--- src/rtl/fetch_unit.sv ---
// Instruction fetch stage: sequential PC, combinational ROM read, and a small
// {pc, inst} queue handed to decode over valid/ready. Branches flush the queue.
module fetch_unit #(
   parameter int unsigned DEPTH    = 4,
   parameter logic [31:0] RESET_PC = 32'h0000_0000
) (
   input  logic        clock,
   input  logic        reset,
   output logic        rom_chip_enable,
   output logic [31:0] rom_address,
   input  logic [31:0] rom_data,
   input  logic        branch_valid,
   input  logic [31:0] branch_target,
   output logic        inst_valid,
   output logic [31:0] inst,
   output logic [31:0] inst_pc,
   input  logic        inst_ready
);

   localparam int unsigned PW   = $clog2(DEPTH);
   localparam logic [PW:0] FULL = (PW + 1)'(DEPTH);

   logic [31:0]   pc_q, pc_d;
   logic [PW-1:0] wr_ptr_q, wr_ptr_d;
   logic [PW-1:0] rd_ptr_q, rd_ptr_d;
   logic [PW:0]   count_q, count_d;
   logic [31:0]   mem_pc_q   [DEPTH];
   logic [31:0]   mem_pc_d   [DEPTH];
   logic [31:0]   mem_inst_q [DEPTH];
   logic [31:0]   mem_inst_d [DEPTH];
   logic          enq;
   logic          deq;

   // Fetching is gated by reset itself so the ROM is idle while held in reset.
   assign enq             = reset && (count_q < FULL) && !branch_valid;
   assign deq             = inst_valid && inst_ready;
   assign rom_chip_enable = enq;
   assign rom_address     = pc_q;
   assign inst_valid      = (count_q != '0);
   assign inst            = inst_valid ? mem_inst_q[rd_ptr_q] : '0;
   assign inst_pc         = inst_valid ? mem_pc_q[rd_ptr_q]   : '0;

   always_comb begin
      pc_d     = pc_q;
      wr_ptr_d = wr_ptr_q;
      rd_ptr_d = rd_ptr_q;
      count_d  = count_q;
      if (branch_valid) begin
         pc_d     = {branch_target[31:2], 2'b00};
         wr_ptr_d = '0;
         rd_ptr_d = '0;
         count_d  = '0;
      end else begin
         if (enq) begin
            pc_d     = pc_q + 32'd4;
            wr_ptr_d = wr_ptr_q + PW'(1);
         end
         if (deq) begin
            rd_ptr_d = rd_ptr_q + PW'(1);
         end
         count_d = count_q + (PW + 1)'(enq) - (PW + 1)'(deq);
      end
   end

   always_comb begin
      mem_pc_d   = mem_pc_q;
      mem_inst_d = mem_inst_q;
      if (enq) begin
         mem_pc_d[wr_ptr_q]   = pc_q;
         mem_inst_d[wr_ptr_q] = rom_data;
      end
   end

   always_ff @(posedge clock or negedge reset) begin
      if (!reset) begin
         pc_q     <= RESET_PC;
         wr_ptr_q <= '0;
         rd_ptr_q <= '0;
         count_q  <= '0;
      end else begin
         pc_q     <= pc_d;
         wr_ptr_q <= wr_ptr_d;
         rd_ptr_q <= rd_ptr_d;
         count_q  <= count_d;
      end
   end

   // Queue storage is deliberately left out of reset; count gates its visibility.
   always_ff @(posedge clock) begin
      mem_pc_q   <= mem_pc_d;
      mem_inst_q <= mem_inst_d;
   end

endmodule

--- config.mk ---
export PLATFORM = sky130hd
export DESIGN_NAME = fetch_unit
export DESIGN_NICKNAME = d
export VERILOG_FILES = /design/src/rtl/fetch_unit.sv
export SDC_FILE = /design/constraint.sdc
export NUM_CORES = 1
export LEC_CHECK = 0
export BUFFER_PORTS_ARGS = -buffer_cell sky130_fd_sc_hd__buf_2
export CELL_PAD_IN_SITES_DETAIL_PLACEMENT = 0
export CELL_PAD_IN_SITES_GLOBAL_PLACEMENT = 1
export CORE_MARGIN = 1
export CORE_UTILIZATION = 52
export CTS_CLUSTER_DIAMETER = 40
export CTS_CLUSTER_SIZE = 14
export DETAILED_ROUTE_END_ITERATION = 12
export PLACE_DENSITY = 0.86
export SYNTH_ARGS = -nofsm -noshare
export SYNTH_HDL_FRONTEND = slang
export SYNTH_SLANG_ARGS = --single-unit
--- constraint.sdc ---
create_clock -name clock -period 4.6 [get_ports clock]
set_input_delay 0.69 -clock clock [delete_from_list [all_inputs] [get_ports clock]]
set_output_delay 0.69 -clock clock [all_outputs]
set_load 0.02 [all_outputs]
==> summary.txt <==
Placement
  • Worst slack, placed: 1.48 ns
  • Post-place instance area: 0.0126 mm^2
  • Gpl congestion: 0.803
  • Port bufs: 159
  • Final HPWL DP: 13200 um

Drt
  • DRT iter0 DRCs: 333
  • Wirelength per Cell: 20.3 um
  • Via count: 6308
  • Number of antenna-violating nets in the routed design: 0
  • DRC: 0
  • First-pass DRT Iterations: 5
  • DRT Wirelength: 22400 um
  • Vias per inst: 5.72

STA
  • Hold_ws: 0.124 ns
  • Post-route minimum period: 3.39 ns
  • Slew HR: 35.4%
  • Setup tns final: 0 ns
  • Final worst setup slack: 1.21 ns
  • Hold Fails Final Rpt: 0
  • Final period util: 73.6%
  • Setup violations, final: 0
  • Slew Viols, Final: 0
  • RSZ-0062 raised after global routing: false
  • Worst Tran Pin Value: 0.969 ns
  • Final Skew: 0.0129 ns
  • Maximum clock rate: 295 MHz

Clock tree
  • Post_cts resized: 0
  • Clk root buf: clkbuf_16
  • CTS sink count: 285
  • TritonCTS clock tree: done
  • Setup bufs post-CTS: 0
  • CTS H-Tree Depth: 2
  • CTS clk-pin slew, worst paths: 0.06 ns
  • CTS max path bufs: 3
  • CTS Hold Bufs: 0
  • Worst-skew pair later-pin latency: 0.49 ns
  • CTS Buf Count: 35

Synth
  • Post-synth cell types: 48
  • Synth async-reset ratio: 13.0%
  • Synth Flop Type: edfxtp_1
  • Yosys top cell area share: 64.6%
  • Cells taking the most area after synthesis: edfxtp_1 65%, mux4_2 12%, dfrtp_1 8.0%, and2_1 3.5%, o21ai_0 0.83%
  • #FFs+latches synth: 285
  • Yosys top cell by area: edfxtp_1
  • Number of synthesized flops with an enable pin: 248
  • Sequential share of the synthesized area: 72.6%
  • Synth Area per Inst: 18.2 um^2
  • Post-synthesis instance area: 0.0115 mm^2
  • Gate Count Post-Synth: 634
  • Syn. warnings: 0

Finish
  • Most frequent cells in the layout: 248 x edfxtp_1, 159 x buf_2, 64 x and2_1, 62 x mux4_2, 37 x clkbuf_16
  • Commonest non-fill, non-tap cell in the layout: edfxtp_1
  • Final nets: 875
  • Final instance area: 0.0138 mm^2
  • Filler Cell Count: 1560
  • Syn-to-layout area delta: 19.8%
  • Layout Utilization: 63.4%
  • Diode count: 0
  • Share of cells above drive strength 1: 35.8%

Setup path
  • Critical path class: reg -> out
  • WP data required: 3.91 ns
  • R2R setup slack: 2.11 ns
  • FF-to-FF End: rom_address[31]
  • Startpoint type of the worst setup path: flop
  • Cell chain of the critical path: buf_12, mux4_2, and2_1, buf_2
  • WP data arrival: 2.70 ns
  • Endpoint class of the critical path: output port
  • R2R Path Start: rom_address[2]
  • Worst-path maximum fanout: 38
  • Worst-case reg-to-reg path depth: 4
  • CP max stage cell: dfrtp_4
  • Critical Path Max Stage Delay: 0.97 ns

Floorplan
  • Chip height: 151 um
  • Die footprint: 0.0228 mm^2
  • Starting Density: 53.0%
  • Core ar.: 0.0218 mm^2
  • Die X: 151 um
  • I/O pin total: 166
  • Rows: 54

Power and ir drop
  • P per Cell Area: 579 mW/mm^2
  • VDD IR max: 0.323 mV
  • Leakage: 0.00489 uW

Job
  • Max Cap Viol: 0

Global route
  • Initial antenna violation count: 0
  • Vias in the first global route: 6535
  • Total track usage: 20.4%
  • First-pass GRT wire length: 34900 um
  • Pin count of the biggest net entering global routing: 65
  • Grt ovf: 0

Run status
  • Status: completed

Hold path
  • Hold WC Path Type: in -> async
[registers in the layout (all words and copies together) (netlist names)]
signal and cells:
mem_inst_q 128, rd_ptr_q 2, count_q 3, mem_pc_q 120, rom_address 30, wr_ptr_q 2
[metal layers]
layer  vias up  global-route usage (%)  routed length [um]
met4         0                    7.00                 537
met5         -                       0                   0
li1       2830                       -                   -
met2       243                    33.7               11100
met1      3194                    27.2                9330
met3        41                    3.73                1480
[worst max-delay path, delay by kind of cell, from the launching register on]
kind                   cells  cell delay (ns)
flip-flops                 1             0.97
multiplexers               1             0.53
buffers and inverters      2             0.48
AND/OR/NAND/NOR            1             0.19
[cells by family after synthesis]
| kind of cell | synth area share, % |
|---|---|
| mux | 12.2 |
| other cells | 0.0325 |
| flops | 72.6 |
| simple gates | 8.46 |
| xor+xnor | 1.22 |
| compound gates | 2.54 |
| buf+inv | 1.98 |
| fa+ha+maj | 0.934 |
[per-stage QoR]
step                power, uW  instances
floorplan                4570        637
global placement         5210       1042
detailed placement       5250       1042
CTS                      8100       1103
global route             8360       1103
finish                   8000       1103
[cell usage after synthesis, drive strengths merged, types with 2 or more instances]
cell type    n
clkbuf      26
nand4       12
o31ai        5
nand3       12
or3          8
inv          7
nor4         2
nand2b       2
and2        64
and4         4
and3         5
o211ai       3
xnor2        7
nand2       23
ha           7
xor2         9
dfrtp       37
o21ai       19
o31a         3
buf         12
edfxtp     248
nor2        21
a31oi       12
or4          9
mux4        62
[how the worst max path moves through the flow]
stage,depth (start not counted),startpoint,endpoint,slack (ns)
floorplan,3,reset,mem_inst_q[0],1.53
global placement,5,branch_valid,rom_chip_enable,1.54
detailed placement,8,branch_valid,count_q[1],1.48
CTS,4,rd_ptr_q[0],inst[31],1.13
global route,4,rd_ptr_q[0],inst[31],1.04
finish,4,rd_ptr_q[0],inst[31],1.21
[final cells by class]
| type | count | area (um^2) | area share (%) |
|---|---|---|---|
| Sequential cell | 285 | 8380 | 60.7 |
| Multi-Input combinational cell | 306 | 2960 | 21.4 |
| Clock buffer | 39 | 933 | 6.76 |
| Timing Repair Buffer | 164 | 858 | 6.22 |
| Tap cell | 280 | 350 | 2.54 |
| Clock inverter | 22 | 299 | 2.17 |
| Inverter | 7 | 26.3 | 0.190 |
[where the power goes]
| group | switching, uW | internal, uW |
|---|---|---|
| Clock | 1070 | 1780 |
| Sequential | 214 | 3010 |
| Combinational | 1100 | 836 |
| Total | 2380 | 5620 |
Note: power is estimated with default switching activity, not from simulation.
